--- src/rtl/duc_interp_ctrl_if.sv ---
// DUC interpolation control: request and ctrlport write bundle.
// slave = controller side, master = requester / bus side.
interface duc_interp_ctrl_if;
  logic [15:0] cfg_rate;
  logic        cfg_valid;
  logic        cfg_ready;
  logic        m_ctrlport_req_wr;
  logic [19:0] m_ctrlport_req_addr;
  logic [31:0] m_ctrlport_req_data;
  logic        m_ctrlport_resp_ack;

  modport slave (
    input  cfg_rate,
    input  cfg_valid,
    output cfg_ready,
    output m_ctrlport_req_wr,
    output m_ctrlport_req_addr,
    output m_ctrlport_req_data,
    input  m_ctrlport_resp_ack
  );

  modport master (
    output cfg_rate,
    output cfg_valid,
    input  cfg_ready,
    input  m_ctrlport_req_wr,
    input  m_ctrlport_req_addr,
    input  m_ctrlport_req_data,
    output m_ctrlport_resp_ack
  );
endinterface

--- src/rtl/duc_interp_ctrl.sv ---
// DUC interpolation controller: splits a rate into halfband
// stages and a CIC rate, then programs both over ctrlport.
module duc_interp_ctrl #(
  parameter int          NUM_HB         = 3,
  parameter int          CIC_MAX_INTERP = 128,
  parameter logic [19:0] SR_M_ADDR      = 20'h0,
  parameter logic [19:0] SR_INTERP_ADDR = 20'h8,
  parameter int          TIMEOUT        = 255
) (
  input  logic       clk,
  input  logic       rst_n,
  duc_interp_ctrl_if.slave bus,
  output logic       busy,
  output logic       done,
  output logic       error,
  output logic [1:0] err_code,
  output logic [7:0] hb_enables,
  output logic [7:0] cic_rate
);

  typedef enum logic [2:0] {
    S_IDLE, S_FACTOR, S_CHECK, S_WR_M,
    S_WAIT_M, S_WR_I, S_WAIT_I, S_FINISH
  } state_t;

  state_t      r_state;
  state_t      w_next;
  logic [15:0] r_rate;
  logic [15:0] r_rem;
  logic [7:0]  r_hb;
  logic [15:0] r_wcnt;
  logic [1:0]  r_err;
  logic [19:0] r_addr;
  logic [31:0] r_data;
  logic [7:0]  r_hb_en;
  logic [7:0]  r_cic;
  logic        w_ready;
  logic        w_wr;
  logic        w_done;
  logic        w_error;
  logic        w_halve;
  logic        w_tmo;
  logic        w_ack;
  logic        w_rem_zero;
  logic        w_rem_big;

  assign w_ack      = bus.m_ctrlport_resp_ack;
  assign w_rem_zero = (r_rem == 16'd0);
  assign w_rem_big  = (r_rem > 16'(CIC_MAX_INTERP));
  assign w_halve    = !r_rem[0] && !w_rem_zero
                   && (r_hb < 8'(NUM_HB));
  assign w_tmo      = (r_wcnt == 16'(TIMEOUT - 1));

  // state register
  always_ff @(posedge clk or negedge rst_n) begin
    if (!rst_n) r_state <= S_IDLE;
    else        r_state <= w_next;
  end

  // next state and strobes
  always_comb begin
    w_next  = r_state;
    w_ready = 1'b0;
    w_wr    = 1'b0;
    w_done  = 1'b0;
    w_error = 1'b0;
    unique case (r_state)
      S_IDLE: begin
        w_ready = 1'b1;
        if (bus.cfg_valid) w_next = S_FACTOR;
      end
      S_FACTOR: if (!w_halve) w_next = S_CHECK;
      S_CHECK: begin
        if (w_rem_zero || w_rem_big) w_next = S_FINISH;
        else                         w_next = S_WR_M;
      end
      S_WR_M: begin
        w_wr   = 1'b1;
        w_next = S_WAIT_M;
      end
      S_WAIT_M: begin
        if (w_ack)      w_next = S_WR_I;
        else if (w_tmo) w_next = S_FINISH;
      end
      S_WR_I: begin
        w_wr   = 1'b1;
        w_next = S_WAIT_I;
      end
      S_WAIT_I: if (w_ack || w_tmo) w_next = S_FINISH;
      S_FINISH: begin
        w_done  = (r_err == 2'd0);
        w_error = (r_err != 2'd0);
        w_next  = S_IDLE;
      end
      default: w_next = S_IDLE;
    endcase
  end

  // datapath: factoring, write payloads, timeout, results
  always_ff @(posedge clk or negedge rst_n) begin
    if (!rst_n) begin
      r_rate  <= '0;
      r_rem   <= '0;
      r_hb    <= '0;
      r_wcnt  <= '0;
      r_err   <= '0;
      r_addr  <= '0;
      r_data  <= '0;
      r_hb_en <= '0;
      r_cic   <= 8'd1;
    end else begin
      unique case (r_state)
        S_IDLE: begin
          if (bus.cfg_valid) begin
            r_rate <= bus.cfg_rate;
            r_rem  <= bus.cfg_rate;
            r_hb   <= '0;
            r_err  <= '0;
          end
        end
        S_FACTOR: begin
          if (w_halve) begin
            r_hb  <= r_hb + 8'd1;
            r_rem <= r_rem >> 1;
          end
        end
        S_CHECK: begin
          if (w_rem_zero) r_err <= 2'd1;
          else if (w_rem_big) r_err <= 2'd2;
          else begin
            r_addr <= SR_M_ADDR;
            r_data <= {16'h0, r_rate};
          end
        end
        S_WR_M: r_wcnt <= '0;
        S_WAIT_M: begin
          if (w_ack) begin
            r_addr <= SR_INTERP_ADDR;
            r_data <= {16'h0, r_hb, r_rem[7:0]};
          end else if (w_tmo) r_err <= 2'd3;
          else r_wcnt <= r_wcnt + 16'd1;
        end
        S_WR_I: r_wcnt <= '0;
        S_WAIT_I: begin
          if (!w_ack) begin
            if (w_tmo) r_err <= 2'd3;
            else       r_wcnt <= r_wcnt + 16'd1;
          end
        end
        S_FINISH: begin
          if (r_err == 2'd0) begin
            r_hb_en <= r_hb;
            r_cic   <= r_rem[7:0];
          end
        end
        default: ;
      endcase
    end
  end

  assign bus.cfg_ready           = w_ready;
  assign bus.m_ctrlport_req_wr   = w_wr;
  assign bus.m_ctrlport_req_addr = r_addr;
  assign bus.m_ctrlport_req_data = r_data;
  assign busy       = (r_state != S_IDLE);
  assign done       = w_done;
  assign error      = w_error;
  assign err_code   = r_err;
  assign hb_enables = r_hb_en;
  assign cic_rate   = r_cic;

endmodule

--- src/flat_wrapper.sv ---
// flat-port wrapper written by rule: the top's interface ports become plain ports
module duc_interp_ctrl_flat 
#(
  parameter int          NUM_HB         = 3,
  parameter int          CIC_MAX_INTERP = 128,
  parameter logic [19:0] SR_M_ADDR      = 20'h0,
  parameter logic [19:0] SR_INTERP_ADDR = 20'h8,
  parameter int          TIMEOUT        = 255
)
  (clk, rst_n, busy, done, error, err_code, hb_enables, cic_rate, bus_cfg_rate, bus_cfg_valid, bus_cfg_ready, bus_m_ctrlport_req_wr, bus_m_ctrlport_req_addr, bus_m_ctrlport_req_data, bus_m_ctrlport_resp_ack);
  duc_interp_ctrl_if bus_i ();
  input  logic clk;
  input  logic rst_n;
  output logic busy;
  output logic done;
  output logic error;
  output logic [1:0] err_code;
  output logic [7:0] hb_enables;
  output logic [7:0] cic_rate;
  input wire logic [$bits(bus_i.cfg_rate)-1:0] bus_cfg_rate;
  input wire logic [$bits(bus_i.cfg_valid)-1:0] bus_cfg_valid;
  output wire logic [$bits(bus_i.cfg_ready)-1:0] bus_cfg_ready;
  output wire logic [$bits(bus_i.m_ctrlport_req_wr)-1:0] bus_m_ctrlport_req_wr;
  output wire logic [$bits(bus_i.m_ctrlport_req_addr)-1:0] bus_m_ctrlport_req_addr;
  output wire logic [$bits(bus_i.m_ctrlport_req_data)-1:0] bus_m_ctrlport_req_data;
  input wire logic [$bits(bus_i.m_ctrlport_resp_ack)-1:0] bus_m_ctrlport_resp_ack;
  assign bus_i.cfg_rate = bus_cfg_rate;
  assign bus_i.cfg_valid = bus_cfg_valid;
  assign bus_cfg_ready = bus_i.cfg_ready;
  assign bus_m_ctrlport_req_wr = bus_i.m_ctrlport_req_wr;
  assign bus_m_ctrlport_req_addr = bus_i.m_ctrlport_req_addr;
  assign bus_m_ctrlport_req_data = bus_i.m_ctrlport_req_data;
  assign bus_i.m_ctrlport_resp_ack = bus_m_ctrlport_resp_ack;
  duc_interp_ctrl #(.NUM_HB(NUM_HB), .CIC_MAX_INTERP(CIC_MAX_INTERP), .SR_M_ADDR(SR_M_ADDR), .SR_INTERP_ADDR(SR_INTERP_ADDR), .TIMEOUT(TIMEOUT)) u_core (.clk(clk), .rst_n(rst_n), .bus(bus_i), .busy(busy), .done(done), .error(error), .err_code(err_code), .hb_enables(hb_enables), .cic_rate(cic_rate));
endmodule
--- config.mk ---
export PLATFORM = sky130hd
export DESIGN_NAME = duc_interp_ctrl_flat
export DESIGN_NICKNAME = d
export VERILOG_FILES = /design/src/rtl/duc_interp_ctrl_if.sv /design/src/rtl/duc_interp_ctrl.sv /design/src/flat_wrapper.sv
export SDC_FILE = /design/constraint.sdc
export NUM_CORES = 1
export LEC_CHECK = 0
export BUFFER_PORTS_ARGS = -buffer_cell sky130_fd_sc_hd__buf_2
export CAP_MARGIN = 10
export CORE_ASPECT_RATIO = 1.25
export CORE_UTILIZATION = 50
export DETAILED_ROUTE_END_ITERATION = 16
export PLACE_DENSITY = 0.82
export SLEW_MARGIN = 20
export SYNTH_ARGS = -nofsm -noshare
export SYNTH_HDL_FRONTEND = slang
export SYNTH_SLANG_ARGS = --single-unit
export TNS_END_PERCENT = 10
--- constraint.sdc ---
create_clock -name clk -period 2.52 [get_ports clk]
set_clock_uncertainty 0.1 [all_clocks]
set_input_delay 0.504 -clock clk [delete_from_list [all_inputs] [get_ports clk]]
set_output_delay 0.504 -clock clk [all_outputs]
set_load 0.005 [all_outputs]
# Word level (Yosys, flattened, before mapping)

Cells that the tools add are included.
W data, S select, Z words.

Add/subtract/negate cells: 2
Order comparisons: 2
Equal/unequal tests: 20
Mux-type cells: 34
Reductions and logical operators: 24

Operators with widths:

| operator                | number |
|---|---|
| $mux W32                | 3 |
| $mux W16                | 4 |
| $pmux W16 S2            | 2 |
| $pmux W32 S2            | 1 |
| $mux W20                | 3 |
| $pmux W20 S2            | 1 |
| $pmux W3 S8             | 1 |
| $mux W3                 | 6 |
| $add A16 B1 Y16 const B | 1 |
| $eq A16 B8 Y1 const B   | 1 |
| $gt A16 B8 Y1 const B   | 1 |
| $logic_not A16 Y1       | 1 |
| $mux W8                 | 2 |
| $pmux W8 S2             | 1 |
| $ne A2 B2 Y1 const B    | 7 |
| $eq A3 B3 Y1 const B    | 4 |
| $mux W2                 | 5 |
| $add A8 B1 Y8 const B   | 1 |
| $lt A8 B2 Y1 const B    | 1 |
| $reduce_and A4 Y1       | 2 |
| $reduce_bool A2 Y1      | 4 |
| $eq A3 B2 Y1 const B    | 2 |
| $ne A2 B1 Y1 const B    | 3 |
| $pmux W2 S3             | 1 |
| other kinds (14)        | 24 |

Flip-flop bits (word level): 129
Input bits: 20
Output and inout bits: 75
Word-level logic and storage cells: 92

# Longest topological paths before layout

Depth after elaboration: 6
Depth in mapped cells: 8
Depth with buffers taken out: 7

# Least setup slack after synthesis

Ideal clock, no wire load.

Path type: flip-flop to flip-flop
Start point: reg u_core.r_rem[2]
End point: reg u_core.r_data[10], in the netlist u_core.bus.m_ctrlport_req_data[10]
Library setup time: 0.125 ns
Arrival: 2.198 ns
Required time: 2.295 ns
Setup slack: 0.097 ns
Stages on the path, launching flop included: 8
Buffers on the path: 2
Clock period less this slack: 2.423 ns
Cell sequence: dfrtp_1 > or4_4 > o41a_1 > o31ai_2 > and2_1 > buf_6 > buf_12 > mux2_4

Longest elaborated chain between the ends: 3
Elaborated cells between the ends (all ways): 5
Classes of those cells: order compare (1); eq/ne (2); reduce/logical (2)

Ends and longest elaborated chain:

| what                                                      | RTL line                                     | source |
|---|---|---|
| from (decl)                                               | duc_interp_ctrl.sv:29                        | `logic [15:0] r_rem;` |
| from (signal assigned)                                    | duc_interp_ctrl.sv:116                       | `r_rem <= bus.cfg_rate;` |
| from (signal assigned)                                    | duc_interp_ctrl.sv:124                       | `r_rem <= r_rem >> 1;` |
| $gt A16 B8 Y1 / $logic_not A16 Y1 (equally long branches) | duc_interp_ctrl.sv:49, duc_interp_ctrl.sv:48 |  |
| $ne A2 B2 Y1 (no line)                                    | n/a                                          |  |
| $reduce_and A4 Y1 (no line) (*)                           | n/a                                          |  |
| to (signal assigned)                                      | duc_interp_ctrl.sv:132                       | `r_data <= {16'h0, r_rate};` |
| to (signal assigned)                                      | duc_interp_ctrl.sv:139                       | `r_data <= {16'h0, r_hb, r_rem[7:0]};` |
| to (decl)                                                 | duc_interp_ctrl.sv:34                        | `logic [31:0] r_data;` |

Every way passes the cells marked *; elsewhere a longest branch is shown, timed or not.
A chain may end at the register's enable or synchronous reset.

# Worst setup path in the final report

Start point: reg u_core.r_rem[2]
End point: reg u_core.r_data[3], in the netlist u_core.bus.m_ctrlport_req_data[3]

The elaborated chain is that of the path after synthesis.

==> results.md <==
- Run status: finished clean
- Tightest Pin Transition: 624.9 ps
- Async SR Flop Fraction: 100.0%
- Ranking of synthesized cells by area: dfrtp_1 (51%), mux2_2 (9.5%), buf_4 (5.9%), nand2_1 (3.9%), mux2_4 (3.3%)
- Die width: 87.83 um
- Die area: 9599 sq um
- Initial core utilization: 52.35%
- Mux contribution to synthesized area: 13.02%
- Final period util: between 90% and 100%
- EDFF count, synth: 0
- WL per Instance: 15.39 um
- Largest family of logic cells by synthesized area: simple AND/OR/NAND/NOR gates
- Antenna-violating nets left: 0
- Number of setup violations in the final report: 0
- Clock Path Buffers: 2
- DR vias/cell: 5.378
- Total Wirelength: 9.697 mm
- FF-to-FF path depth: 6
- Die H: 109.3 um
- Congestion Overflow GR: 0
- Clk root buf: clkbuf_8
- XOR/XNOR share of the synthesized area: between 2 and 2.5%
- Via count: 3388
- Hold crit path type: input port to asynchronous set/reset pin
- Initial antenna violation count: 0
- Post-synthesis adder-cell area fraction: less than 1%
- Most frequent cell after synthesis: dfrtp_1
- # H-tree levels: 3
- Register-to-register setup slack: 30 ps
- Share of cells above drive strength 1: 29.61%
- Netlist Area Pre-Place: 4604 sq um
- Data arrival time of the critical path: 2620 ps
- Buffer and inverter count on the worst path: 1
- Gr usage total: 21.73%
- Final hold slack: 29.87 ps
- Startpoint Class: flip-flop
- CTS tree: yes
- Total CTS buffers: 9
- Critical path, cell by cell: or4_4, o41a_1, o31ai_2, and2_4, buf_4, mux2_2
- Fin util: between 50% and 60%
- CTS Sinks: 94
- Complex-gate fraction of the synthesized area: 9.375%
- Critical path type: flip-flop to flip-flop
- Post-synthesis simple-gate area fraction: 13.45%
- Slowest stage delay, CP: 550 ps
- Worst Setup SP: u_core.r_rem[2]
- Worst path top cell family by delay: simple AND/OR/NAND/NOR gates
- Core ar.: between 8000 and 9000 sq um
- Final Hold Viols: 0
- Largest net degree at the start of global routing: 54
- Yosys top cell area share: about half
- DRC viols: 0
- Power per cell area: about 1100 nW/um^2
- Clk_lat worst skew: between 300 and 400 ps
- Router iterations before antenna repair: 4
- DRT iter0 DRCs: about 280
- Register area share after synthesis: roughly half
- Req. time, crit path: between 2000 and 3000 ps
- Number of stages on the worst setup path: 6
- Vias in the first global route: 3271
- Final Critical Period: 2487 ps
- Most used DFF post-synth: dfrtp_1
- Max-cap check violation count: 0
- # port buffers: 59
- Yosys top cell by area: dfrtp_1
- RSZ-0062 raised after global routing: yes
- IO Count: 95
- Syn Inst Count: 434
- Global placer's final weighted congestion: around 0.95
- Layout area overhead: 12.77%
- Postcts setup bufs: 0
- Post-synth top cells: dfrtp_1 (93), nand2_1 (48), mux2_2 (39), buf_4 (36), inv_1 (24)
- Final Net Count: 528
- DP Wirelength: between 7 and 8 mm
- Fmax: 402.1 MHz
- Synth cell types: 49
- First-pass GRT wire length: approximately 16 mm
- Slew Viols, Final: 0
- Yosys warning count: 0
- Worst r2r src: u_core.r_rem[2]
- Slowest cell on the critical path: or4_4
- Diodes inserted: 0
- Avg Synthesized Cell Area: around 11 sq um
- Slew HR: 58.34%
- VDD IR max: roughly 0.4 mV
- P_leak: 2.537 nW
- # rows: 38
- Worst-path clk slew: 90 ps
- CP Capture Type: flip-flop
- CP Max Fanout: 4
- Yosys reg bits: 94
==> through the flow <==
stage	worst slack [ps]	cells	power, mW	setup TNS, ps	instance area, sq um
after floorplan	97.15	468	3.950	0	4732
after global placement	52.46	614	4.592	0	4994
after detailed placement	-16.51	614	4.751	-53.28	4994
after CTS	1.458	630	5.757	0	5190
after global routing	-19.46	630	6.126	-69.82	5192
final	33.21	630	5.724	0	5192
==> layout by cell type, fill, tap and decap left out, types with 15 or more instances in the layout <==
cell type	n
a21oi_1	22
buf_2	58
buf_4	20
conb_1	35
dfrtp_1	92
inv_1	24
mux2_2	39
nand2_1	48
nor2_1	20
o21ai_0	18
o22ai_1	15
==> cell type report <==
cell class | count | area, sq um
Fill cell | 720 | 3603
Timing Repair Buffer | 80 | 480.5
Multi-Input combinational cell | 295 | 1918
Tap cell | 120 | 150.1
Inverter | 25 | 93.84
Clock inverter | 3 | 46.29
Sequential cell | 94 | 2355
Clock buffer | 13 | 148.9
==> path summary, 6_finish.rpt <==
check,endpoint
worst max-delay path,u_core.bus.m_ctrlport_req_data[3]
worst min-delay path,u_core.r_rem[2]
worst max register to register,u_core.bus.m_ctrlport_req_data[3]
worst min register to register,u_core.hb_enables[3]
max in group asynchronous,u_core.r_state[2]
min in group clk,u_core.r_rate[10]
==> kinds of logic after synthesis <==
| kind of cell | count (synthesis) |
|---|---|
| and+or+nand+nor | 125 |
| DFF | 94 |
| buffers and inverters | 79 |
| AOI/OAI and AO/OA | 71 |
| muxes | 50 |
| xor gates and xnor gates | 11 |
| adders and majority gates | 3 |
| other | 1 |
==> flip-flops by register name, summed over array words and instances (netlist names), 3 cells and up <==
| name | flops |
|---|---|
| u_core.bus.m_ctrlport_req_data | 16 |
| u_core.cic_rate | 8 |
| u_core.hb_enables | 8 |
| u_core.r_hb | 8 |
| u_core.r_rate | 16 |
| u_core.r_rem | 16 |
| u_core.r_state | 3 |
| u_core.r_wcnt | 16 |
==> metal layers <==
metal	wire (um)	up-vias	track usage [%]
met5	0	-	0
met4	169	0	8.080
met3	509	18	4.730
met2	5086	121	37.54
met1	3933	1667	26.46
li1	-	1582	-
==> repair_timing <==
action	4_1_cts	5_1_grt
resized for setup	1	2
hold buffers	0	0
endpoints found under the setup margin	16	15
endpoints found under the hold margin	0	0
==> where the power goes <==
group | internal (mW) | switching [mW] | total [mW]
logic | 1.19 | 1.07 | 2.25
clock network | 0.489 | 0.504 | 0.993
registers | 2.05 | 0.426 | 2.48
total | 3.73 | 2.00 | 5.72
==> worst register-to-register path, stage by stage, from the launching register on <==
cell and delay (ps):
dfrtp_1 390, or4_4 550, o41a_1 360, o31ai_2 270, and2_4 220, buf_4 140
mux2_2 330
No activity file was read; power rests on OpenSTA's default activity.
